===== config.mk =====
export PLATFORM = sky130hd
export DESIGN_NAME = mem_ctrl
export DESIGN_NICKNAME = d
export VERILOG_FILES = /design/src/rtl/mem_ctrl.sv
export SDC_FILE = /design/constraint.sdc
export NUM_CORES = 1
export LEC_CHECK = 0
export BUFFER_PORTS_ARGS = -buffer_cell sky130_fd_sc_hd__buf_2
export CORE_AREA = 2 2 164 166
export CTS_CLUSTER_DIAMETER = 30
export DETAILED_ROUTE_END_ITERATION = 6
export DIE_AREA = 0 0 166 168
export SLEW_MARGIN = 10
export SYNTH_ARGS = -nofsm -noshare
export SYNTH_HDL_FRONTEND = slang
export SYNTH_SLANG_ARGS = --single-unit

===== constraint.sdc =====
create_clock -name clk -period 4.16 [get_ports clk]
set_input_delay 0.208 -clock clk [delete_from_list [all_inputs] [get_ports clk]]
set_output_delay 0.208 -clock clk [all_outputs]
set_load 0.03 [all_outputs]

===== src/rtl/mem_ctrl.sv =====
// Byte-serial arbiter letting an instruction-fetch port and a load/store port
// share one 8-bit synchronous RAM. Load/store has priority over fetch.
module mem_ctrl #(
    parameter int unsigned ADDR_W = 32
) (
    input  logic              clk,
    input  logic              rst,
    input  logic              if_req,
    input  logic [ADDR_W-1:0] if_addr,
    output logic [31:0]       if_data,
    output logic              if_done,
    input  logic              mem_req,
    input  logic              mem_we,
    input  logic [ADDR_W-1:0] mem_addr,
    input  logic [1:0]        mem_len,
    input  logic [31:0]       mem_wdata,
    output logic [31:0]       mem_rdata,
    output logic              mem_done,
    output logic [ADDR_W-1:0] ram_a,
    output logic [7:0]        ram_dout,
    input  logic [7:0]        ram_din,
    output logic              ram_wr,
    output logic              busy
);

    localparam int unsigned CNT_W = 3;

    typedef enum logic [1:0] {IDLE, READ, WRITE} state_e;

    localparam logic OWN_IF  = 1'b0;
    localparam logic OWN_MEM = 1'b1;

    state_e            state_q, state_d;
    logic [CNT_W-1:0]  cnt_q, cnt_d;
    logic [CNT_W-1:0]  len_q, len_d;
    logic [ADDR_W-1:0] addr_q, addr_d;
    logic              owner_q, owner_d;
    logic [ADDR_W-1:0] ram_a_q, ram_a_d;
    logic [7:0]        ram_dout_q, ram_dout_d;
    logic              ram_wr_q, ram_wr_d;
    logic [31:0]       if_data_q, if_data_d;
    logic [31:0]       mem_rdata_q, mem_rdata_d;
    logic              if_done_q, if_done_d;
    logic              mem_done_q, mem_done_d;
    logic              busy_q, busy_d;
    logic [1:0]        rd_idx;
    logic [1:0]        wr_idx;

    // ram_a/ram_dout/ram_wr are registered one step ahead so that they carry
    // addr+cnt and wdata byte cnt during the cycle in which cnt has that value.
    always_comb begin
        state_d     = state_q;
        cnt_d       = cnt_q;
        len_d       = len_q;
        addr_d      = addr_q;
        owner_d     = owner_q;
        ram_a_d     = ram_a_q;
        ram_dout_d  = ram_dout_q;
        ram_wr_d    = 1'b0;
        if_data_d   = if_data_q;
        mem_rdata_d = mem_rdata_q;
        if_done_d   = 1'b0;
        mem_done_d  = 1'b0;
        rd_idx      = 2'(cnt_q - 3'd1);
        wr_idx      = 2'(cnt_q + 3'd1);

        case (state_q)
            IDLE: begin
                if (mem_req && !mem_done_q) begin
                    owner_d = OWN_MEM;
                    addr_d  = mem_addr;
                    ram_a_d = mem_addr;
                    cnt_d   = '0;
                    case (mem_len)
                        2'b00:   len_d = 3'd1;
                        2'b01:   len_d = 3'd2;
                        default: len_d = 3'd4;
                    endcase
                    if (mem_we) begin
                        state_d    = WRITE;
                        ram_dout_d = mem_wdata[7:0];
                        ram_wr_d   = 1'b1;
                    end else begin
                        state_d     = READ;
                        mem_rdata_d = '0;
                    end
                end else if (if_req && !if_done_q) begin
                    owner_d = OWN_IF;
                    addr_d  = if_addr;
                    ram_a_d = if_addr;
                    cnt_d   = '0;
                    len_d   = 3'd4;
                    state_d = READ;
                end
            end
            READ: begin
                // ram_din holds the byte addressed in the previous cycle
                if (cnt_q != '0) begin
                    if (owner_q == OWN_IF) if_data_d[8*rd_idx +: 8]   = ram_din;
                    else                   mem_rdata_d[8*rd_idx +: 8] = ram_din;
                end
                if (cnt_q == len_q) begin
                    state_d = IDLE;
                    if (owner_q == OWN_IF) if_done_d  = 1'b1;
                    else                   mem_done_d = 1'b1;
                end else begin
                    cnt_d = cnt_q + 3'd1;
                    if (cnt_d < len_q) ram_a_d = addr_q + ADDR_W'(cnt_d);
                end
            end
            WRITE: begin
                if (cnt_q == len_q - 3'd1) begin
                    state_d    = IDLE;
                    mem_done_d = 1'b1;
                end else begin
                    cnt_d      = cnt_q + 3'd1;
                    ram_a_d    = addr_q + ADDR_W'(cnt_d);
                    ram_dout_d = mem_wdata[8*wr_idx +: 8];
                    ram_wr_d   = 1'b1;
                end
            end
            default: state_d = IDLE;
        endcase

        busy_d = (state_d != IDLE);
    end

    always_ff @(posedge clk or negedge rst) begin
        if (!rst) begin
            state_q     <= IDLE;
            cnt_q       <= '0;
            len_q       <= '0;
            addr_q      <= '0;
            owner_q     <= OWN_IF;
            ram_a_q     <= '0;
            ram_dout_q  <= '0;
            ram_wr_q    <= 1'b0;
            if_data_q   <= '0;
            mem_rdata_q <= '0;
            if_done_q   <= 1'b0;
            mem_done_q  <= 1'b0;
            busy_q      <= 1'b0;
        end else begin
            state_q     <= state_d;
            cnt_q       <= cnt_d;
            len_q       <= len_d;
            addr_q      <= addr_d;
            owner_q     <= owner_d;
            ram_a_q     <= ram_a_d;
            ram_dout_q  <= ram_dout_d;
            ram_wr_q    <= ram_wr_d;
            if_data_q   <= if_data_d;
            mem_rdata_q <= mem_rdata_d;
            if_done_q   <= if_done_d;
            mem_done_q  <= mem_done_d;
            busy_q      <= busy_d;
        end
    end

    assign ram_a     = ram_a_q;
    assign ram_dout  = ram_dout_q;
    assign ram_wr    = ram_wr_q;
    assign if_data   = if_data_q;
    assign mem_rdata = mem_rdata_q;
    assign if_done   = if_done_q;
    assign mem_done  = mem_done_q;
    assign busy      = busy_q;

endmodule


# Word level (Yosys, flattened, before mapping)

Cells that the tools add are included.

Bits in registers: 149
Latch bits: 0
Memory bits (writable): 0
Memory bits (read-only): 0
Input bits: 111
Output and inout port bits: 108
Memories: 0

Add/sub/neg operators: 5
Multiply operators: 0
Div/mod/pow operators: 0
Order comparisons: 1
Equal/unequal tests: 14
Shift operators: 3
Muxes and demuxes: 44
Bitwise gates (word level): 1
Reductions and logical operators: 18

Operator list:

| cell                                                                    | number |
|---|---|
| 32-bit 2-to-1 mux                                                       | 9 |
| 32-bit one-hot mux with 3 select lines                                  | 1 |
| 32-bit bitwise mux                                                      | 2 |
| 32-bit one-hot mux with 2 select lines                                  | 1 |
| 5-bit negator with 34-bit output                                        | 1 |
| 8-bit by 34-bit variable shift with 32-bit output, first input constant | 1 |
| 8-bit by 34-bit variable part select with 32-bit output                 | 1 |
| 32-bit by 3-bit adder with 32-bit output                                | 1 |
| 32-bit by 6-bit variable part select with 8-bit output                  | 1 |
| 8-bit 2-to-1 mux                                                        | 3 |
| 3-bit 2-to-1 mux                                                        | 6 |
| 2-bit inequality test, second input constant                            | 8 |
| 8-bit one-hot mux with 2 select lines                                   | 1 |
| 1-bit 2-to-1 mux                                                        | 11 |
| 2-bit 2-to-1 mux                                                        | 5 |
| 5-bit AND reduction                                                     | 2 |
| 3-bit one-hot mux with 3 select lines                                   | 1 |
| 4-bit AND reduction                                                     | 2 |
| 2-bit nonzero test                                                      | 4 |
| 3-bit == test                                                           | 2 |
| 2-bit one-hot mux with 3 select lines                                   | 1 |
| 3-bit one-hot mux with 2 select lines                                   | 1 |
| 3-bit nonzero test                                                      | 2 |
| 2-bit by 1-bit == test with 1-bit output, second input constant         | 2 |
| 13 further kinds                                                        | 17 |

# Depth between registers and ports, before layout

Word-level depth: 7
Gate-level depth with buffers: 12
Mapped depth without buffers: 9

# Worst setup path before layout

No wires, ideal clock.

Kind: register to register
Start: reg cnt_q[0]
End: reg ram_a_q[28], in the netlist ram_a[28]
Arrival time: 3.168 ns
Path slack: 0.872 ns
Cell stages (with the launch flop): 12
Path buffers: 2
Period minus slack after synthesis: 3.288 ns
Cell sequence: dfrtp_1 > clkbuf_1 > inv_1 > ha_1 > inv_1 > clkbuf_1 > fa_1 > nand2b_1 > a2111oi_2 > and4_1 > o21ai_0 > a31o_2

Word-level cells in the longest chain between the ends: 5

Ends and longest elaborated chain:

| element                                  | RTL line | source |
|---|---|---|
| start, declared                          | 34       | `logic [CNT_W-1:0] cnt_q, cnt_d;` |
| start signal, assigned                   | 145      | `cnt_q <= cnt_d;` |
| 3-bit by 1-bit adder with 3-bit output   | 107, 116 |  |
| 32-bit by 3-bit adder with 32-bit output | 108, 117 |  |
| 32-bit 2-to-1 mux                        | 108      | `if (cnt_d < len_q) ram_a_d = addr_q + ADDR_W'(cnt_d);` |
| 32-bit 2-to-1 mux                        | 102      | `if (cnt_q == len_q) begin` |
| 32-bit one-hot mux with 3 select lines   | 67       | `case (state_q)` |
| end signal, assigned                     | 149      | `ram_a_q <= ram_a_d;` |
| end, declared                            | 38       | `logic [ADDR_W-1:0] ram_a_q, ram_a_d;` |

Several ways; a longest one is shown, not always the timed one. The select of a mux whose other input is x is not followed.
A chain may end at the register's enable or synchronous reset.

# Worst setup path after layout

Start: reg cnt_q[1]
End: reg ram_a_q[28], in the netlist ram_a[28]

The elaborated chain is that of the path after synthesis.

==> impl_metrics.ini <==
[cts]
clk_pin_slew_ps = 60
post_cts_resized = 0
cts_buffers = 17
cts.sinks = 149
cts_tree = yes
cts_setup_buffers = 0
cts_max_path_buffers = 2
h-tree-depth = 4
root_buffer = clkbuf_16
cts.hold.buffers_added = 3
clock_latency_ps = 430

[min_path]
hold_end = len_q[1]
hold_class = primary input to flop
hold_depth = 2
worstHoldStart = mem_len[0]

[floorplan]
rows = 60
fp.dieH_microns = 168
core_sq_mm = 0.02635
die_area_sq_mm = 0.02789
start_util = 0.3120
die_w_microns = 166
io_pins = 219

[drt]
routed_wl_microns = 24890
viasPerCell = 5.142
drt_iter0_drc = 474
drc = 0
via_count = 7348
firstDrtPassIters = 5
wire_per_inst_microns = 17.41
ant_nets = 0

[timing]
fin_skew_ps = 10.95
max_freq_mhz = 293.6
layout_min_cycle_time_ps = 3406
rsz0062_at_grt = false
setup-tns-final_ps = 0
finalCritPeriodShare = 0.8187
tightest_slew_ps = 958.8
setup_ws_ps = 754.2
final_max_slew_viol_count = 0
slew_headroom = 0.3555
setup_viol = 0
hold_viol_final = 0

[finish]
layout-drive-gt1-share = 0.2950
fin_nets = 1203
fill_cells = 2625
area_growth_pct = 25.25
antenna_cells = 0
final_cell_mix = buf_2, dfrtp_1, nand2_1, o21ai_0, mux2i_1
final_common_cell = buf_2

[synthesis]
yosys.area_share.simple = 0.1846
synth_top_family_by_area = compound AO/OA/AOI/OAI gates
synth_edf_count = 0
ys_seq_area_frac = 0.4536
synth_nets = 1005
synth_cells = 877
synth_compound_area_frac = 0.2151
synth_top_area_frac = 0.4536
yosys_warnings = 0
netlist_area_sq_mm = 0.008220
synth_flop_cell = dfrtp_1
synthArstFlopShare = 1.000
ys_seq_elements = 149
yosys-mux-area-fraction = 0.06834
synth.distinct_cells = 61
synth_xor_area_frac = 0.01553
synth_fa_ha_area_frac = 0.02679
syn_area_per_cell_sq_um = 9.373
yosys.area.top_type = dfrtp_1
yosys-top-cells-area = dfrtp_1, nand2_1, mux2i_1

[global_routing]
grt_pass1_vias = 7105
grt_overflow = 0
grt_first_pass_wirelength_microns = 39800
groute.usage.overall = 0.1792
antenna_found_initial = 0
grt_max_degree = 94

[power_and_ir_drop]
peakVddDrop_v = 0.0004157
leakagePower_nw = 4.872
intPower_w = 0.004907
p_switching_w = 0.004514
power_density_mw_per_mm2 = 915.0
comb_power_share = 0.542
seqPwrFrac = 0.287
total_power_w = 0.009421
clock_power_share = 0.171
power.share.switching = 0.4792

[place]
dp_slack_ps = 775.3
gp_congestion = 0.8540
port_buffers = 218
dpl.hpwl_microns = 17780

[worst_setup_path]
reg2regPathDepth = 11
crit_required_ps = 4470
start_kind = flop
critPathCaptureType = flop
r2r-start = cnt_q[1]
reg2reg_slack_ps = 750
r2r-end = ram_a[28]
crit_arrival_ps = 3720
crit_fanout = 14
path_class = flop to flop

[flow_run]
drv_cap = 0

[outcome]
run_status = finished, final reports clean
## layout make-up
cell class | count | area, sq um | share of cell area
tap | 341 | 426.7 | 0.04144
inverter | 17 | 63.81 | 0.006198
multi-input combinational | 651 | 4205 | 0.4084
timing repair buffer | 239 | 1262 | 0.1226
clock inverter | 12 | 152.6 | 0.01483
sequential | 149 | 3729 | 0.3621
clock buffer | 20 | 456.7 | 0.04436
## through the flow
step | utilization | cells | instance area (sq um) | hold WS (ps)
after global placement | 0.3665 | 1394 | 9657 | 350.6
after global routing | 0.3907 | 1429 | 10300 | 56.65
final | 0.3907 | 1429 | 10300 | 36.18
after detailed placement | 0.3665 | 1394 | 9657 | 350.8
after CTS | 0.3907 | 1429 | 10300 | 22.58
after floorplan | - | 877 | 8220 | -87.59
## power groups by stage
stage / Combinational [W] / Clock (W) / Sequential (W)
CTS: 0.00516 / 0.00164 / 0.00270
floorplan: 0.00276 / 0 / 0.00352
global route: 0.00562 / 0.00171 / 0.00280
finish: 0.00511 / 0.00161 / 0.00270
global placement: 0.00505 / 0 / 0.00270
detailed placement: 0.00513 / 0 / 0.00271
## how the worst max path moves through the flow
stage          startpoint         to  depth (start not counted)  slack (ps)
3_3_place_gp     cnt_q[1]  ram_a[28]                         11         820
4_1_cts          cnt_q[1]  ram_a[28]                         11         770
5_1_grt          cnt_q[1]  ram_a[28]                         11         540
2_1_floorplan    cnt_q[0]  ram_a[28]                         11         870
6_report         cnt_q[1]  ram_a[28]                         11         750
3_5_place_dp     cnt_q[1]  ram_a[28]                         11         780
## logic make-up (layout without fill, tap and decap cells)
| group | Yosys count | count (layout) |
|---|---|---|
| simple gates | 309 | 309 |
| compound gates | 257 | 257 |
| flops | 149 | 149 |
| buf+inv | 77 | 288 |
| mux | 55 | 55 |
| fa+ha+maj | 17 | 17 |
| xor+xnor | 13 | 13 |
## critical path, cell delays in order (launching register included)
cell	delay, ps
dfrtp_1	460
inv_1	110
ha_1	290
buf_4	200
inv_1	60
buf_4	190
fa_1	430
nand2b_1	220
a2111oi_2	740
and4_1	270
o21ai_0	70
a31o_2	250
## flip-flops by register name, indices dropped and copies added (netlist names)
register	cells
mem_rdata	32
busy	1
if_done	1
len_q	3
owner_q	1
cnt_q	3
ram_wr	1
state_q	2
mem_done	1
ram_dout	8
ram_a	32
addr_q	32
if_data	32
## Yosys cell counts, types with 5 or more instances
cell type / n
a21boi_0: 10
a21oi_1: 16
a22o_1: 34
a22oi_1: 9
a31o_1: 10
a31o_2: 34
and3_1: 5
buf_2: 5
clkbuf_1: 53
dfrtp_1: 149
ha_1: 16
inv_1: 17
mux2_2: 9
mux2i_1: 46
nand2_1: 149
nand2b_1: 7
nand3_1: 29
nand4_1: 11
nor2_1: 20
nor2b_1: 44
nor3_1: 7
nor4_1: 7
o21ai_0: 92
o21ai_1: 5
o31ai_1: 12
or4_1: 8
xnor2_1: 6
xor2_1: 6
## routing by layer
| metal | share of wire | GRT usage |
|---|---|---|
| met1 | 0.44 | 0.2385 |
| met2 | 0.49 | 0.3024 |
| met3 | 0.052 | 0.03244 |
| met4 | 0.012 | 0.04499 |
| met5 | 0 | 0 |
No activity file was read; power rests on OpenSTA's default activity.
